$ cat src/rtl/line_fetcher_pkg.sv
// rtl/line_fetcher_pkg.sv - shared types and AXI constants for the line refill engine
package line_fetcher_pkg;

    // Refill sequencing: wait for work, issue address, collect beats, announce line
    typedef enum logic [1:0] {
        ST_IDLE   = 2'd0,
        ST_AR     = 2'd1,
        ST_DATA   = 2'd2,
        ST_NOTIFY = 2'd3
    } state_t;

    localparam int LF_ADDR_W = 34;
    localparam int LF_ID_W   = 1;
    localparam int LF_OFF_W  = 2;

    // Queued request, packed in the same {offset, addr, id} order the FIFO stores
    typedef struct packed {
        logic [LF_OFF_W-1:0]  offset;
        logic [LF_ADDR_W-1:0] addr;
        logic [LF_ID_W-1:0]   id;
    } notif_entry_t;

    localparam logic [1:0] AXI_BURST_INCR = 2'b01;
    localparam logic [1:0] AXI_BURST_WRAP = 2'b10;
    localparam logic [1:0] AXI_RESP_OKAY  = 2'b00;

endpackage

$ cat src/rtl/line_fetcher_notif_fifo.sv
// rtl/line_fetcher_notif_fifo.sv - synchronous request FIFO with occupancy count
module notif_fifo #(
    parameter int DW    = 37,
    parameter int DEPTH = 8
) (
    input  logic          clk,
    input  logic          rst_n,
    input  logic          i_push,
    input  logic [DW-1:0] i_data,
    input  logic          i_pop,
    output logic [DW-1:0] o_data,
    output logic          o_full,
    output logic          o_empty
);

    localparam int AW = $clog2(DEPTH);

    logic [DW-1:0] r_mem [DEPTH];
    logic [AW-1:0] r_wr_ptr;
    logic [AW-1:0] r_rd_ptr;
    logic [AW:0]   r_count;
    logic          w_push_ok;
    logic          w_pop_ok;

    assign w_push_ok = i_push && !o_full;
    assign w_pop_ok  = i_pop && !o_empty;
    assign o_full    = (r_count == (AW+1)'(DEPTH));
    assign o_empty   = (r_count == '0);
    assign o_data    = r_mem[r_rd_ptr];

    // Storage array needs no reset; only entries below the count are ever read
    always_ff @(posedge clk) begin
        if (w_push_ok) begin
            r_mem[r_wr_ptr] <= i_data;
        end
    end

    // Pointers wrap naturally because DEPTH is a power of two
    always_ff @(posedge clk or negedge rst_n) begin
        if (!rst_n) begin
            r_wr_ptr <= '0;
            r_rd_ptr <= '0;
            r_count  <= '0;
        end else begin
            if (w_push_ok) r_wr_ptr <= r_wr_ptr + 1'b1;
            if (w_pop_ok)  r_rd_ptr <= r_rd_ptr + 1'b1;
            case ({w_push_ok, w_pop_ok})
                2'b10:   r_count <= r_count + 1'b1;
                2'b01:   r_count <= r_count - 1'b1;
                default: r_count <= r_count;
            endcase
        end
    end

endmodule

$ cat src/rtl/line_fetcher.sv
// rtl/line_fetcher.sv - cache line refill engine (option macro: LINE_FETCHER_WRAP_FETCH_EN)
module line_fetcher
    import line_fetcher_pkg::*;
#(
    parameter int C_S_AXI_ID_WIDTH   = 1,
    parameter int C_M_AXI_ADDR_WIDTH = 40,
    parameter int C_M_AXI_DATA_WIDTH = 128,
    parameter int C_BRAM_DATA_WIDTH  = 128,
    parameter int C_BRAM_ADDR_WIDTH  = 32,
    parameter int QUEUE_LENGTH       = 8,
    parameter int BEATS              = 4,
    parameter int CHANNEL_ADDR_WIDTH = 34
) (
    input  logic                            S_AXI_ACLK,
    input  logic                            S_AXI_ARESETN,
    input  logic [CHANNEL_ADDR_WIDTH-1:0]   request_notification_addr,
    input  logic [C_S_AXI_ID_WIDTH-1:0]     request_notification_id,
    input  logic [$clog2(BEATS)-1:0]        request_notification_offset,
    input  logic                            request_notification_valid,
    output logic                            monitor_bypass_ready,
    output logic [CHANNEL_ADDR_WIDTH-1:0]   availability_notification_addr,
    output logic [C_S_AXI_ID_WIDTH-1:0]     availability_notification_id,
    output logic [$clog2(BEATS)-1:0]        availability_notification_offset,
    output logic                            availability_notification_valid,
    output logic [C_M_AXI_ADDR_WIDTH-1:0]   M_AXI_ARADDR,
    output logic [7:0]                      M_AXI_ARLEN,
    output logic [2:0]                      M_AXI_ARSIZE,
    output logic [1:0]                      M_AXI_ARBURST,
    output logic                            M_AXI_ARID,
    output logic                            M_AXI_ARVALID,
    input  logic                            M_AXI_ARREADY,
    input  logic [C_M_AXI_DATA_WIDTH-1:0]   M_AXI_RDATA,
    input  logic [1:0]                      M_AXI_RRESP,
    input  logic                            M_AXI_RLAST,
    input  logic                            M_AXI_RVALID,
    output logic                            M_AXI_RREADY,
    output logic                            bram_clk,
    output logic                            bram_rst,
    output logic                            bram_en,
    output logic [C_BRAM_DATA_WIDTH/8-1:0]  bram_we,
    output logic [C_BRAM_ADDR_WIDTH-1:0]    bram_addr,
    output logic [C_BRAM_DATA_WIDTH-1:0]    bram_wrdata,
    output logic                            fetch_error
);

    localparam int OFF_W      = $clog2(BEATS);
    localparam int ENTRY_W    = OFF_W + CHANNEL_ADDR_WIDTH + C_S_AXI_ID_WIDTH;
    localparam int SIZE_LOG2  = $clog2(C_M_AXI_DATA_WIDTH/8);
    localparam int LINE_SHIFT = $clog2(BEATS * (C_M_AXI_DATA_WIDTH/8));

    state_t                          r_state;
    state_t                          w_next_state;
    logic [OFF_W-1:0]                r_beat_cnt;
    logic                            r_fetch_error;
    logic [ENTRY_W-1:0]              w_head;
    logic [OFF_W-1:0]                w_head_offset;
    logic [CHANNEL_ADDR_WIDTH-1:0]   w_head_addr;
    logic [C_S_AXI_ID_WIDTH-1:0]     w_head_id;
    logic                            w_full;
    logic                            w_empty;
    logic                            w_pop;
    logic                            w_beat_hs;
    logic                            w_last_cnt;
    logic [OFF_W-1:0]                w_start;
    logic [OFF_W-1:0]                w_beat_idx;
    logic [C_M_AXI_ADDR_WIDTH-1:0]   w_araddr;

    notif_fifo #(
        .DW    (ENTRY_W),
        .DEPTH (QUEUE_LENGTH)
    ) u_fifo (
        .clk     (S_AXI_ACLK),
        .rst_n   (S_AXI_ARESETN),
        .i_push  (request_notification_valid),
        .i_data  ({request_notification_offset, request_notification_addr, request_notification_id}),
        .i_pop   (w_pop),
        .o_data  (w_head),
        .o_full  (w_full),
        .o_empty (w_empty)
    );

    assign {w_head_offset, w_head_addr, w_head_id} = w_head;

    assign w_beat_hs  = (r_state == ST_DATA) && M_AXI_RVALID;
    assign w_last_cnt = (r_beat_cnt == OFF_W'(BEATS-1));

`ifdef LINE_FETCHER_WRAP_FETCH_EN
    // Critical word first: memory returns the requested beat, then wraps
    assign w_start       = w_head_offset;
    assign w_araddr      = C_M_AXI_ADDR_WIDTH'({w_head_addr, {LINE_SHIFT{1'b0}}})
                         | (C_M_AXI_ADDR_WIDTH'(w_head_offset) << SIZE_LOG2);
    assign M_AXI_ARBURST = AXI_BURST_WRAP;
`else
    assign w_start       = '0;
    assign w_araddr      = C_M_AXI_ADDR_WIDTH'({w_head_addr, {LINE_SHIFT{1'b0}}});
    assign M_AXI_ARBURST = AXI_BURST_INCR;
`endif

    assign w_beat_idx = w_start + r_beat_cnt;

    // State register
    always_ff @(posedge S_AXI_ACLK or negedge S_AXI_ARESETN) begin
        if (!S_AXI_ARESETN) r_state <= ST_IDLE;
        else                r_state <= w_next_state;
    end

    // Next state: termination counts beats, RLAST is only audited
    always_comb begin
        w_next_state = r_state;
        case (r_state)
            ST_IDLE:   if (!w_empty)                w_next_state = ST_AR;
            ST_AR:     if (M_AXI_ARREADY)           w_next_state = ST_DATA;
            ST_DATA:   if (w_beat_hs && w_last_cnt) w_next_state = ST_NOTIFY;
            ST_NOTIFY:                              w_next_state = ST_IDLE;
            default:                                w_next_state = ST_IDLE;
        endcase
    end

    // State-decoded handshake and strobe outputs
    always_comb begin
        M_AXI_ARVALID                   = 1'b0;
        M_AXI_RREADY                    = 1'b0;
        availability_notification_valid = 1'b0;
        w_pop                           = 1'b0;
        case (r_state)
            ST_AR:     M_AXI_ARVALID = 1'b1;
            ST_DATA:   M_AXI_RREADY  = 1'b1;
            ST_NOTIFY: begin
                availability_notification_valid = 1'b1;
                w_pop                           = 1'b1;
            end
            default: ;
        endcase
    end

    // Beat counter restarts on every burst; wraps mod BEATS by width
    always_ff @(posedge S_AXI_ACLK or negedge S_AXI_ARESETN) begin
        if (!S_AXI_ARESETN)         r_beat_cnt <= '0;
        else if (r_state != ST_DATA) r_beat_cnt <= '0;
        else if (w_beat_hs)          r_beat_cnt <= r_beat_cnt + 1'b1;
    end

    // Sticky error: bad response or RLAST on the wrong beat
    always_ff @(posedge S_AXI_ACLK or negedge S_AXI_ARESETN) begin
        if (!S_AXI_ARESETN) begin
            r_fetch_error <= 1'b0;
        end else if (w_beat_hs && ((M_AXI_RRESP != AXI_RESP_OKAY) || (M_AXI_RLAST != w_last_cnt))) begin
            r_fetch_error <= 1'b1;
        end
    end

    assign monitor_bypass_ready = !w_full;
    assign fetch_error          = r_fetch_error;

    assign M_AXI_ARADDR = M_AXI_ARVALID ? w_araddr : '0;
    assign M_AXI_ARLEN  = 8'(BEATS-1);
    assign M_AXI_ARSIZE = 3'(SIZE_LOG2);
    assign M_AXI_ARID   = 1'b0;

    assign availability_notification_addr   = availability_notification_valid ? w_head_addr   : '0;
    assign availability_notification_id     = availability_notification_valid ? w_head_id     : '0;
    assign availability_notification_offset = availability_notification_valid ? w_head_offset : '0;

    assign bram_clk    = S_AXI_ACLK;
    assign bram_rst    = ~S_AXI_ARESETN;
    assign bram_en     = 1'b1;
    assign bram_we     = {(C_BRAM_DATA_WIDTH/8){w_beat_hs}};
    assign bram_addr   = w_beat_hs ? C_BRAM_ADDR_WIDTH'({w_head_addr, w_beat_idx}) : '0;
    assign bram_wrdata = M_AXI_RDATA;

endmodule

$ cat config.mk
export PLATFORM = sky130hd
export DESIGN_NAME = line_fetcher
export DESIGN_NICKNAME = d
export VERILOG_FILES = /design/src/rtl/line_fetcher_pkg.sv /design/src/rtl/line_fetcher_notif_fifo.sv /design/src/rtl/line_fetcher.sv
export SDC_FILE = /design/constraint.sdc
export NUM_CORES = 1
export LEC_CHECK = 0
export CORE_MARGIN = 3
export CORE_UTILIZATION = 30
export DETAILED_ROUTE_END_ITERATION = 7
export GPL_TIMING_DRIVEN = 0
export SETUP_SLACK_MARGIN = 0.05
export SYNTH_ARGS = -nofsm -noshare
export SYNTH_HDL_FRONTEND = slang
export SYNTH_HIERARCHICAL = 1
export SYNTH_SLANG_ARGS = --single-unit
$ cat constraint.sdc
create_clock -name S_AXI_ACLK -period 6.9 [get_ports S_AXI_ACLK]
set_clock_uncertainty 0.2 [all_clocks]
set_input_delay 1.38 -clock S_AXI_ACLK [delete_from_list [all_inputs] [get_ports S_AXI_ACLK]]
set_output_delay 1.38 -clock S_AXI_ACLK [all_outputs]
set_load 0.01 [all_outputs]
Word-level counts from Yosys, hierarchy flattened

Memory sizes are Yosys's and may differ from the RTL's.
Index checks and enable logic that the tools add are counted.

Register bits after elaboration: 15
RAM bits: 296
Input bits: 173
Output and inout bits: 275
Logic and storage cells: 56
Memories kept: 1

Memory list:

| name         | words | bits a word | rd ports | clocked after Yosys merged registers in | wr ports | RTL line                      | source |
|---|---|---|---|---|---|---|---|
| u_fifo.r_mem | 8     | 37          | 1        | 0                                       | 1        | line_fetcher_notif_fifo.sv:18 | `logic [DW-1:0] r_mem [DEPTH];` |

Add/subtract/negate cells: 5
Equal/unequal tests: 12
Mux-type cells: 17
Bitwise operators: 1
Reductions and logical operators: 14

Operators with widths:

| operator                                              | count |
|---|---|
| two-way mux 40 bit                                    | 1 |
| two-way mux 34 bit                                    | 1 |
| two-way mux 32 bit                                    | 1 |
| two-way mux 2 bit                                     | 6 |
| == test 2 bit, second input constant                  | 4 |
| case mux 2 bit (4 select lines)                       | 1 |
| case mux 4 bit (2 select lines)                       | 1 |
| adder 3 x 1 -> 3 bit, second input constant           | 2 |
| two-way mux 1 bit                                     | 6 |
| inequality test 2 bit, second input constant          | 3 |
| nonzero test 2 bit                                    | 3 |
| logical AND 1 bit                                     | 5 |
| adder 4 x 1 -> 4 bit, second input constant           | 1 |
| == test 2 x 1 -> 1 bit, second input constant         | 2 |
| == test 4 bit, second input constant                  | 1 |
| zero test 4 bit                                       | 1 |
| subtractor 4 x 1 -> 4 bit, second input constant      | 1 |
| AND reduction 3 bit                                   | 1 |
| adder 2 x 1 -> 2 bit, second input constant           | 1 |
| zero test 1 bit                                       | 2 |
| zero test 2 bit                                       | 1 |
| inequality test 2 x 1 -> 1 bit, second input constant | 1 |
| logical OR 1 bit                                      | 1 |
| inequality test 1 bit                                 | 1 |
| NOT 1 bit                                             | 1 |

Depth between registers and ports, before layout

Gate-level depths: netlist (run 1).

Word-level depth: 5
Depth in mapped cells: 8
Gate-level depth less buffers: 8

Modules after synthesis

The synthesis (run 1) kept the hierarchy.

By module, submodules not included:

| module       | times used | cells an instance | area each (um^2) | seq. area each (um^2) |
|---|---|---|---|---|
| notif_fifo   | 1          | 494               | 11,745.0         | 9,138.8 |
| line_fetcher | 1          | 312               | 2,290.9          | 125.1 |

==> run_results.csv, run 1 <==
group,metric,value,unit
run_status,outcome,"finished, final reports clean",
setup_path,cp.arrival,4.28,ns
route,drc_errors,0,
finish,drive_gt1_frac,0.308,
grt,grt_pass1_vias,8442,
floorplanning,pin_count,448,
setup_path,crit_path_top_delay_cell,"clkdlybuf4s50_1",
synth,avgSynthCellArea,17.4,sq um
setup_path,cp_cell_sequence,"clkbuf_16 > clkbuf_16 > buf_4 > clkdlybuf4s50_1",
place,place.gp.congestion,0.759,
min_path,holdPathEnd,"fetch_error$_DFFE_PN0P_",
grt,met3_usage,0.0406,
pwr,leakage,6.87,nW
place,place_area,18200,sq um
grt,use_met2,0.305,
setup_path,crit_required,5.32,ns
finish,syn2layout_area_growth,37.1,%
grt,grt_max_degree,25,
timing,setup_slack,1.04,ns
clock_network,clk_latency,0.59,ns
route,vias,8075,
setup_path,cpLargestDelayFamily,"buffers and inverters",
setup_path,crit_path_end_kind,"output pin",
setup_path,path_buf_inv,4,
route,final_antenna_net_count,0,
setup_path,ff2ff_path_depth,8,
timing,hold_slack,0.265,ns
timing,final_max_slew_viol_count,0,
grt,use_met1,0.219,
synth,netlist_instances,806,
min_path,holdCritStartpoint,"fetch_error$_DFFE_PN0P_",
grt,gr-total-overflow,0,
pwr,power_density,371,nW/um^2
floorplanning,die_y,222,um
timing,finalSetupViolCount,0,
grt,grt_pass1_wl,62000,um
route,viasPerCell,4.47,
finish,mostFrequentLayoutCell,"clkdlybuf4s50_1",
clock_network,cts_hold_buf,0,
place,dp.final_hpwl,33300,um
pwr,total_power,0.00714,W
setup_path,r2r_slack,3.41,ns
setup_path,critPathMaxFanout,2,
synth,synth_cell_types,42,
synth,ys_warn_count,6,
route,wire_per_inst,24.4,um
min_path,hold_class,"register to register",
pwr,worst_ir_drop_vdd,0.000278,V
synth,synthFlopType,"edfxtp_1",
timing,hold_violations,0,
floorplanning,start_util,0.307,
clock_network,cts_tree,"built",
grt,grt_antenna_before_repair,6,
setup_path,slowest_delay,0.47,ns
finish,nNetsFinal,1363,
job,maxCapViolCount,0,
finish,postLayoutCoreUtil,0.420,
setup_path,cp-start-kind,"clock port",
synth,netlist_area,14000,sq um
synth,synth_seq_cells,311,
route,dr.first_iter.drc_count,618,
synth,async_flop_share,0.0482,
clock_network,postCtsSetupRepairBufs,0,
timing,rsz0062_at_grt,"no",
synth,synth_seq_area_share,0.660,
finish,fin_area,19200,sq um
floorplanning,dieArea,49400,sq um
floorplanning,die_w,222,um
setup_path,critPathKind,"clock port to output pin",
floorplanning,coreArea,45800,sq um
setup_path,r2r-start,"r_state[0]$_DFFE_PN0P_",
min_path,worstHoldPathCells,1,
timing,worst_slew_pin_slew,1.00,ns
route,drtPass1Iterations,5,
place,post-place-ws,1.31,ns
clock_network,clkSlewWorstSetupHoldPaths,0.05,ns
grt,top_usage_layer,"met2",
synth,synth_edf_count,296,
finish,mostFrequentLayoutCells,"clkdlybuf4s50_1, edfxtp_1, buf_4",
clock_network,cts_resized,0,
grt,grt_usage,0.173,
floorplanning,core.rowCount,78,
setup_path,path_depth,4,
route,routed_wl,44000,um
setup_path,cpMostUsedCell,"clkbuf_16",
place,port_buffers,297,
setup_path,r2r_end,"u_fifo/r_count[3]$_DFFE_PN0P_",
timing,relSlewSlack,0.331,
## synth_stat cells (2+ instances only)
master    number  share of area
nor3b_1        3         0.0016
edfxtp_1     296           0.63
and3_1        32          0.014
nand2_1        6         0.0016
xnor2_1        5         0.0031
and2_1        73          0.033
nand3_1        4         0.0014
buf_6          7         0.0056
buf_4        166          0.089
ha_1          10         0.0089
mux2i_1        2         0.0014
conb_1         2        0.00054
a21oi_1        2        0.00071
buf_2          8         0.0029
inv_1          9         0.0024
dfrtp_1       15          0.027
xor2_1         3         0.0019
or4b_1         2         0.0014
nand2_2        2        0.00089
clkbuf_1      18         0.0048
nor2_1         6         0.0016
nor3_1         2        0.00071
buf_1          2        0.00054
nand2b_1       2        0.00089
mux4_2        74           0.12
mux2_2        39          0.031
## area by class of cell
type | instances | area (sq um)
multi-input cells | 303 | 3420
repair buffers | 314 | 3270
flip-flops and latches | 311 | 9260
plain buffers | 201 | 1440
inverters | 10 | 37.5
clock inverters | 14 | 75.1
well taps | 600 | 751
clock buffers | 46 | 966
diodes | 6 | 15.0
fillers | 4085 | 26500
## registers in the layout, summed over array words and instances (netlist names)
signal / flops
u_fifo/r_mem: 296
u_fifo/r_count: 4
u_fifo/r_rd_ptr: 3
u_fifo/r_wr_ptr: 3
r_beat_cnt: 2
r_state: 2
fetch_error: 1
## routing by layer
| metal | up-vias | wire length (um) |
|---|---|---|
| li1 | 3629 | - |
| met1 | 4096 | 17900 |
| met2 | 307 | 22700 |
| met3 | 39 | 2680 |
| met4 | 4 | 646 |
| met5 | - | 27 |
## worst max-delay path by stage
stage | startpoint | endpoint | slack [ns]
finish | S_AXI_ACLK | bram_clk | 1.04
global route | S_AXI_ACLK | bram_clk | 1.01
CTS | S_AXI_ACLK | bram_clk | 1.04
detailed placement | S_AXI_ACLK | bram_clk | 1.31
global placement | request_notification_valid | u_fifo/r_mem[1][14]$_DFFE_PP_ | -1.28
floorplan | S_AXI_ACLK | bram_clk | 1.75
## power by group
| group | internal, W | leakage [nW] | switching, W |
|---|---|---|---|
| logic | 0.00152 | 3.49 | 0.00145 |
| clock network | 0.000993 | 0.513 | 0.000690 |
| registers | 0.00238 | 2.87 | 0.0000985 |
## cells by family after synthesis
| family | after synthesis | synth area share |
|---|---|---|
| DFF | 311 | 0.660 |
| xor gates and xnor gates | 8 | 0.00499 |
| and+or+nand+nor | 137 | 0.0595 |
| AOI/OAI and AO/OA | 10 | 0.00678 |
| other | 2 | 0.000535 |
| buffers and inverters | 211 | 0.105 |
| adders and majority gates | 11 | 0.0103 |
| muxes | 116 | 0.153 |
## stage by stage
stage / instances / setup TNS (ns)
after floorplan: 825 / 0
after global placement: 1722 / -94.33
after detailed placement: 1740 / 0
after CTS: 1799 / 0
after global routing: 1801 / 0
final: 1805 / 0
Note: power is estimated with default switching activity, not from simulation.
==> inputs of run 2 (changes only) <==
- clock period: 6.9 -> 6 ns (I/O delays scaled with it)
==> results of run 2 <==
Same layout as run 1 (identical final DEF). Status: finished, final reports clean.
Main changes from that run: setup slack after placement 1.31 ns -> 1.04 ns; setup slack after layout 1.04 ns -> 0.771 ns; register-to-register setup slack 3.41 ns -> 2.51 ns; total power 0.00714 W -> 0.00821 W; worst IR drop on VDD 0.000278 V -> 0.000320 V
